$ cat config.mk
export PLATFORM = sky130hd
export DESIGN_NAME = uart_tx_framer
export DESIGN_NICKNAME = d
export VERILOG_FILES = /design/src/rtl/uart_tx_framer.sv
export SDC_FILE = /design/constraint.sdc
export NUM_CORES = 1
export LEC_CHECK = 0
export ABC_AREA = 1
export BUFFER_PORTS_ARGS = -buffer_cell sky130_fd_sc_hd__clkbuf_2
export CAP_MARGIN = 25
export CORE_UTILIZATION = 52
export CTS_BUF_LIST = sky130_fd_sc_hd__clkbuf_4 sky130_fd_sc_hd__clkbuf_8 sky130_fd_sc_hd__clkbuf_16
export DETAILED_ROUTE_END_ITERATION = 7
export PLACE_DENSITY_LB_ADDON = 0.12
export SYNTH_ARGS = -nofsm -noshare
export SYNTH_HDL_FRONTEND = slang
export SYNTH_SLANG_ARGS = --single-unit
$ cat constraint.sdc
create_clock -name clk -period 1.5 [get_ports clk]
set_input_delay 0.375 -clock clk [delete_from_list [all_inputs] [get_ports clk]]
set_output_delay 0.375 -clock clk [all_outputs]
set_load 0.1 [all_outputs]
$ cat src/rtl/uart_tx_framer.sv
// 8-bit UART transmitter: start bit, 8 data bits LSB first, optional parity, 1 or 2 stop bits.
// Bit timing comes from an internal per-bit cycle counter; all outputs are registered.
module uart_tx_framer #(
    parameter int unsigned CLKS_PER_BIT = 16,
    parameter int unsigned PARITY       = 0,
    parameter int unsigned STOP_BITS    = 1
) (
    input  logic       clk,
    input  logic       reset,
    input  logic       tx_start,
    input  logic [7:0] tx_data,
    output logic       tx,
    output logic       tx_busy,
    output logic       tx_done
);

    typedef enum logic [2:0] {
        IDLE,
        START,
        DATA,
        PAR,
        STOP
    } state_t;

    localparam logic [7:0] CYC_LAST  = 8'(CLKS_PER_BIT - 1);
    localparam logic [2:0] STOP_LAST = 3'(STOP_BITS - 1);

    state_t     state;
    logic [7:0] cyc_cnt;
    logic [2:0] bit_cnt;
    logic [7:0] shreg;
    logic       par_bit;

    wire bit_end = (cyc_cnt == CYC_LAST);

    always_ff @(posedge clk) begin
        if (reset) begin
            state   <= IDLE;
            cyc_cnt <= '0;
            bit_cnt <= '0;
            shreg   <= '0;
            par_bit <= 1'b0;
            tx      <= 1'b1;
            tx_busy <= 1'b0;
            tx_done <= 1'b0;
        end else begin
            tx_done <= 1'b0;
            case (state)
                IDLE: begin
                    tx <= 1'b1;
                    if (tx_start) begin
                        shreg   <= tx_data;
                        par_bit <= (PARITY == 2) ? ~(^tx_data) : (^tx_data);
                        cyc_cnt <= '0;
                        bit_cnt <= '0;
                        tx      <= 1'b0;
                        tx_busy <= 1'b1;
                        state   <= START;
                    end
                end
                START: begin
                    if (bit_end) begin
                        cyc_cnt <= '0;
                        tx      <= shreg[0];
                        state   <= DATA;
                    end else begin
                        cyc_cnt <= cyc_cnt + 8'd1;
                    end
                end
                DATA: begin
                    if (bit_end) begin
                        cyc_cnt <= '0;
                        if (bit_cnt == 3'd7) begin
                            bit_cnt <= '0;
                            tx      <= (PARITY != 0) ? par_bit : 1'b1;
                            state   <= (PARITY != 0) ? PAR : STOP;
                        end else begin
                            // tx is registered, so present the bit that lands in shreg[0] after this shift
                            bit_cnt <= bit_cnt + 3'd1;
                            shreg   <= shreg >> 1;
                            tx      <= shreg[1];
                        end
                    end else begin
                        cyc_cnt <= cyc_cnt + 8'd1;
                    end
                end
                PAR: begin
                    if (bit_end) begin
                        cyc_cnt <= '0;
                        tx      <= 1'b1;
                        state   <= STOP;
                    end else begin
                        cyc_cnt <= cyc_cnt + 8'd1;
                    end
                end
                STOP: begin
                    tx <= 1'b1;
                    if (bit_end) begin
                        cyc_cnt <= '0;
                        if (bit_cnt == STOP_LAST) begin
                            bit_cnt <= '0;
                            tx_busy <= 1'b0;
                            tx_done <= 1'b1;
                            state   <= IDLE;
                        end else begin
                            bit_cnt <= bit_cnt + 3'd1;
                        end
                    end else begin
                        cyc_cnt <= cyc_cnt + 8'd1;
                    end
                end
                default: begin
                    state   <= IDLE;
                    tx      <= 1'b1;
                    tx_busy <= 1'b0;
                end
            endcase
        end
    end

endmodule

# After elaboration in Yosys (flattened, before gate mapping)
# Cells that the tools add are included.
# classes
reduce_logical,14
n_bitwise,3
addsub,2
n_mux,32
n_eq_ne,14
# op_table
operator,count
8-bit two-way mux,5
3-bit two-way mux,12
8-bit one-hot mux with 2 select lines,2
2-bit != test (second input constant),8
3-bit one-hot mux with 5 select lines,1
4-bit AND reduction,3
1-bit two-way mux,9
3-bit one-hot mux with 3 select lines,1
8-bit by 1-bit adder with 8-bit output (second input constant),1
8-bit by 4-bit equality test with 1-bit output (second input constant),1
7-bit AND reduction,1
3-bit by 2-bit equality test with 1-bit output (second input constant),2
3-bit equality test (second input constant),2
3-bit logical NOT,2
3-bit OR reduction,2
1-bit one-hot mux with 4 select lines,1
2-bit nonzero test,2
4-bit OR reduction,1
3-bit by 1-bit adder with 3-bit output (second input constant),1
3-bit by 1-bit equality test with 1-bit output (second input constant),1
1-bit NOT,3
1-bit one-hot mux with 3 select lines,1
3-bit AND reduction,1
3-bit nonzero test,1
2-bit AND reduction,1
# totals
input_bits,11
out_inout_bits,3
elab_cells,72
reg_bits,25

# Depth between registers and ports, before layout
# depth
word_depth,4
ltp_mapped,10
depth_no_buf,10

# Worst setup path before layout
# OpenSTA, ideal clock, no wires.
# synth_path
path_type,register to register
startpoint,register bit_cnt[0]
endpoint,register shreg[0]
path_buffers,1
synth_period_minus_slack_ps,1586
path_stages_with_launch,8
setup_ps,113
required_time_ps,1387
t_arrival_ps,1473
setup_slack_ps,-86
cell_sequence,dfxtp_1 > ha_1 > ha_1 > a211oi_1 > nand3_2 > buf_6 > nor2_1 > nor2_1
# synth_via
elab_chain_len,3
# synth_lines
element,line,source
"start, declared",30,logic [2:0] bit_cnt;
"start signal, assigned",79,bit_cnt <= bit_cnt + 3'd1;
"start signal, assigned",106,bit_cnt <= bit_cnt + 3'd1;
3-bit equality test,73,if (bit_cnt == 3'd7) begin
2-bit != test (no line),n/a,
4-bit AND reduction (no line),n/a,
"end signal, assigned",52,shreg <= tx_data;
"end signal, assigned",80,shreg <= shreg >> 1;
"end, declared",31,logic [7:0] shreg;
# Every way passes these cells.
# A chain may end at the register's enable or synchronous reset.

# Worst setup path in the final report
# layout_path
startpoint,register bit_cnt[1]
endpoint,register shreg[3]
# Same word-level chain as after synthesis.

==> impl_metrics.json <==
{
  "core.rowCount": 19,
  "skew_ns": 0.009559,
  "syn2layout_area_growth_pct": 22.05,
  "num_vias": 1425,
  "tightest_slew_ns": 0.3227,
  "clkTransAtPathRegs_ns": 0.14,
  "initial_utilization_pct": 54.37,
  "met1_wire_length_um": 1410,
  "die-area_mm2": 0.003076,
  "number_of_synthesized_register_bits": 25,
  "critical_path_required_ns": 1.77,
  "placed_cells_incl_taps": 262,
  "synth.lib_cells_used.distinct": 28,
  "setup_viol": 0,
  "route.detailed.drc": 0,
  "insertedDiodeCount": 0,
  "routabilityCongestion": 0.8385,
  "path_max_fanout": 8,
  "final.period_utilization_pct": 97.04,
  "netlist_instances": 218,
  "detail_route.first_pass.iterations": 4,
  "ys.flop_type": "sky130_fd_sc_hd__dfxtp_1",
  "worstSkewPairLatency_ns": 0.32,
  "number_of_global_route_vias_before_repair": 1248,
  "hpwl_um": 2248,
  "synth-async-reset-ratio_pct": 0,
  "final_core_utilization_pct": 66.36,
  "finalWorstPathRequiredPeriod_ns": 1.456,
  "cell_area_synth_mm2": 0.001486,
  "final_cells": 274,
  "met3RoutedLength_um": 111,
  "result_of_the_run": "completed",
  "grt_pass1_wl_um": 5375,
  "synthesized_netlist_net_count": 233,
  "synth_edf_count": 0,
  "kind_of_start_point_of_the_critical_path": "register",
  "antenna_found_initial": 0,
  "cts_sinks": 25,
  "hold_path.class": "input pin to register",
  "tritoncts": "done",
  "fin_nets": 259,
  "global_route_usage_over_all_layers_pct": 22.08,
  "design_power_total_mw": 3.498,
  "root_buf_cell": "sky130_fd_sc_hd__clkbuf_4",
  "drt-wirelength-per-cell_um": 11.91,
  "setup_total_negative_slack_ns": 0,
  "met2_length_um": 1692,
  "final_hold_viol_count": 0,
  "antenna_left": 0,
  "die_height_um": 55.47,
  "max-cap-violations": 0,
  "routed.top_layer": "met4",
  "routed_via_density": 5.201,
  "crit_arrival_ns": 1.73,
  "synth_area_leaders": "sky130_fd_sc_hd__dfxtp_1 (34%), sky130_fd_sc_hd__nand2_1 (13%), sky130_fd_sc_hd__nor2_1 (8.8%)",
  "cts_buffers": 3,
  "timing.final.max_slew_violations": 0,
  "finalWirelength_um": 3264,
  "ctsHtreeMaxLevel": 1,
  "worst-setup-path-type": "register to register",
  "whs_ns": 0.3259,
  "max-vdd-ir-drop_mv": 1.683,
  "crit_path_end_kind": "register",
  "coreArea_mm2": 0.002734,
  "leakage_nw": 0.8254,
  "yosysTopAreaCell": "sky130_fd_sc_hd__dfxtp_1",
  "cts_hold_repair.buffers": 0,
  "max_freq_ghz": 0.6870,
  "netlist.area_leader.share_pct": 33.67,
  "power.density_mw_per_mm2": 1928,
  "count_of_input_and_output_buffers": 13,
  "synthesis.area_per_instance_um2": 6.818,
  "num-fill-cells": 244,
  "floorplan.die.width_um": 55.47,
  "pin_count_of_the_biggest_net_entering_global_routing": 16,
  "gr-total-overflow": 0,
  "grt_setup_unrepaired": "yes",
  "clockBufferDepth": 2,
  "num_io_pins": 14,
  "yosys_warn_count": 0,
  "worst_slew_margin_rel_pct": 78.42,
  "drive_gt1_share_pct": 35.39,
  "seq_area_frac_synth_pct": 33.67,
  "dr.first_iter.drc_count": 52
}
[metrics by stage]
| step | worst slack [ns] | area [µm²] |
|---|---|---|
| finish | 0.04437 | 1814 |
| global route | -0.03601 | 1814 |
| CTS | -0.02571 | 1718 |
| detailed placement | -0.1214 | 1605 |
| global placement | -0.05544 | 1605 |
| floorplan | 0.02140 | 1491 |
[placed cells by master, fill, tap and decap left out]
cell,netlist,routed
sky130_fd_sc_hd__ha_2,0,1
sky130_fd_sc_hd__nor2_1,35,31
sky130_fd_sc_hd__nand3b_1,1,1
sky130_fd_sc_hd__o21ai_0,9,8
sky130_fd_sc_hd__buf_4,0,15
sky130_fd_sc_hd__nand3b_4,1,1
sky130_fd_sc_hd__nand2_1,53,51
sky130_fd_sc_hd__nand4_1,2,2
sky130_fd_sc_hd__inv_1,16,15
sky130_fd_sc_hd__a21oi_1,11,10
sky130_fd_sc_hd__nor3b_2,1,1
sky130_fd_sc_hd__o21ai_2,0,1
sky130_fd_sc_hd__nor4_1,1,1
sky130_fd_sc_hd__nor2_2,5,9
sky130_fd_sc_hd__nand3_1,16,15
sky130_fd_sc_hd__ha_4,0,3
sky130_fd_sc_hd__nand2_2,10,10
sky130_fd_sc_hd__xnor2_1,1,1
sky130_fd_sc_hd__inv_2,8,9
sky130_fd_sc_hd__dfxtp_1,25,18
sky130_fd_sc_hd__or2_2,1,1
sky130_fd_sc_hd__clkbuf_2,0,10
sky130_fd_sc_hd__xor2_1,1,1
sky130_fd_sc_hd__nand3_4,2,5
sky130_fd_sc_hd__dfxtp_2,0,7
sky130_fd_sc_hd__a21oi_2,0,1
sky130_fd_sc_hd__a211oi_4,0,1
sky130_fd_sc_hd__nor2_4,3,3
sky130_fd_sc_hd__nand2_4,2,4
sky130_fd_sc_hd__clkbuf_4,0,4
sky130_fd_sc_hd__o21ai_1,3,3
[critical path: stages (launching register included)]
cell and delay, ns:
sky130_fd_sc_hd__dfxtp_2 0.36, sky130_fd_sc_hd__ha_4 0.16, sky130_fd_sc_hd__ha_4 0.16, sky130_fd_sc_hd__a211oi_4 0.32
sky130_fd_sc_hd__nand3_4 0.16, sky130_fd_sc_hd__nand2_1 0.10, sky130_fd_sc_hd__nand2_1 0.05, sky130_fd_sc_hd__nor2_1 0.10
[state kept, by name (all words and copies together), names as in the netlist]
signal / cells
bit_cnt: 3
cyc_cnt: 8
shreg: 8
state: 3
tx: 1
tx_busy: 1
tx_done: 1
[where the power goes]
group / total [mW] / switching [mW] / leakage, nW / internal [mW]
Clock: 0.326 / 0.203 / 0.0184 / 0.122
Sequential: 1.09 / 0.191 / 0.208 / 0.896
Combinational: 2.09 / 1.31 / 0.599 / 0.773
Total: 3.50 / 1.71 / 0.825 / 1.79
[layout make-up]
class | instances | area (µm²) | share of cell area (%)
Clock buffer | 4 | 30.03 | 1.655
Inverter | 24 | 90.09 | 4.966
Multi-Input combinational cell | 165 | 983.4 | 54.21
Sequential cell | 25 | 509.2 | 28.07
Tap cell | 31 | 38.79 | 2.138
Timing Repair Buffer | 25 | 162.7 | 8.966
[layer usage]
metal / global-route usage, % / vias to the layer above
li1: - / 741
met1: 28.70 / 650
met2: 35.97 / 30
met3: 2.576 / 4
met4: 11.43 / 0
met5: 0 / -
[what timing repair did]
action | 4_1_cts | 5_1_grt
gates cloned | 1 | 0
pin swaps | 4 | 12
buffers inserted | 2 | 5
resized for setup | 12 | 19
setup endpoints to repair | 8 | 20
[cell families after synthesis]
| group | share of synthesized area (%) |
|---|---|
| DFF | 33.67 |
| buffers and inverters | 8.418 |
| AOI/OAI and AO/OA | 8.249 |
| adders and majority gates | 3.367 |
| xor gates and xnor gates | 1.179 |
| and+or+nand+nor | 45.12 |
[synth_stat cells, types with 2 or more instances]
| library cell | number |
|---|---|
| sky130_fd_sc_hd__nand4_1 | 2 |
| sky130_fd_sc_hd__nand3_4 | 2 |
| sky130_fd_sc_hd__nand3_1 | 16 |
| sky130_fd_sc_hd__nor2_4 | 3 |
| sky130_fd_sc_hd__buf_6 | 2 |
| sky130_fd_sc_hd__nor2_1 | 35 |
| sky130_fd_sc_hd__a21oi_1 | 11 |
| sky130_fd_sc_hd__inv_1 | 16 |
| sky130_fd_sc_hd__o21ai_1 | 3 |
| sky130_fd_sc_hd__clkbuf_1 | 2 |
| sky130_fd_sc_hd__o21ai_0 | 9 |
| sky130_fd_sc_hd__ha_1 | 4 |
| sky130_fd_sc_hd__inv_2 | 8 |
| sky130_fd_sc_hd__nand2_2 | 10 |
| sky130_fd_sc_hd__dfxtp_1 | 25 |
| sky130_fd_sc_hd__nand2_1 | 53 |
| sky130_fd_sc_hd__nor2_2 | 5 |
| sky130_fd_sc_hd__nand2_4 | 2 |
[worst paths after layout]
check                           startpoint  endpoint  slack [ns]  cells past startpoint
worst max-delay path            bit_cnt[1]  shreg[3]        0.04                      7
worst min-delay path              tx_start  state[0]        0.33                      3
worst max register to register  bit_cnt[1]  shreg[3]        0.04                      7
worst min register to register     tx_busy   tx_busy        0.49                      2
(Power assumes the default switching activity.)
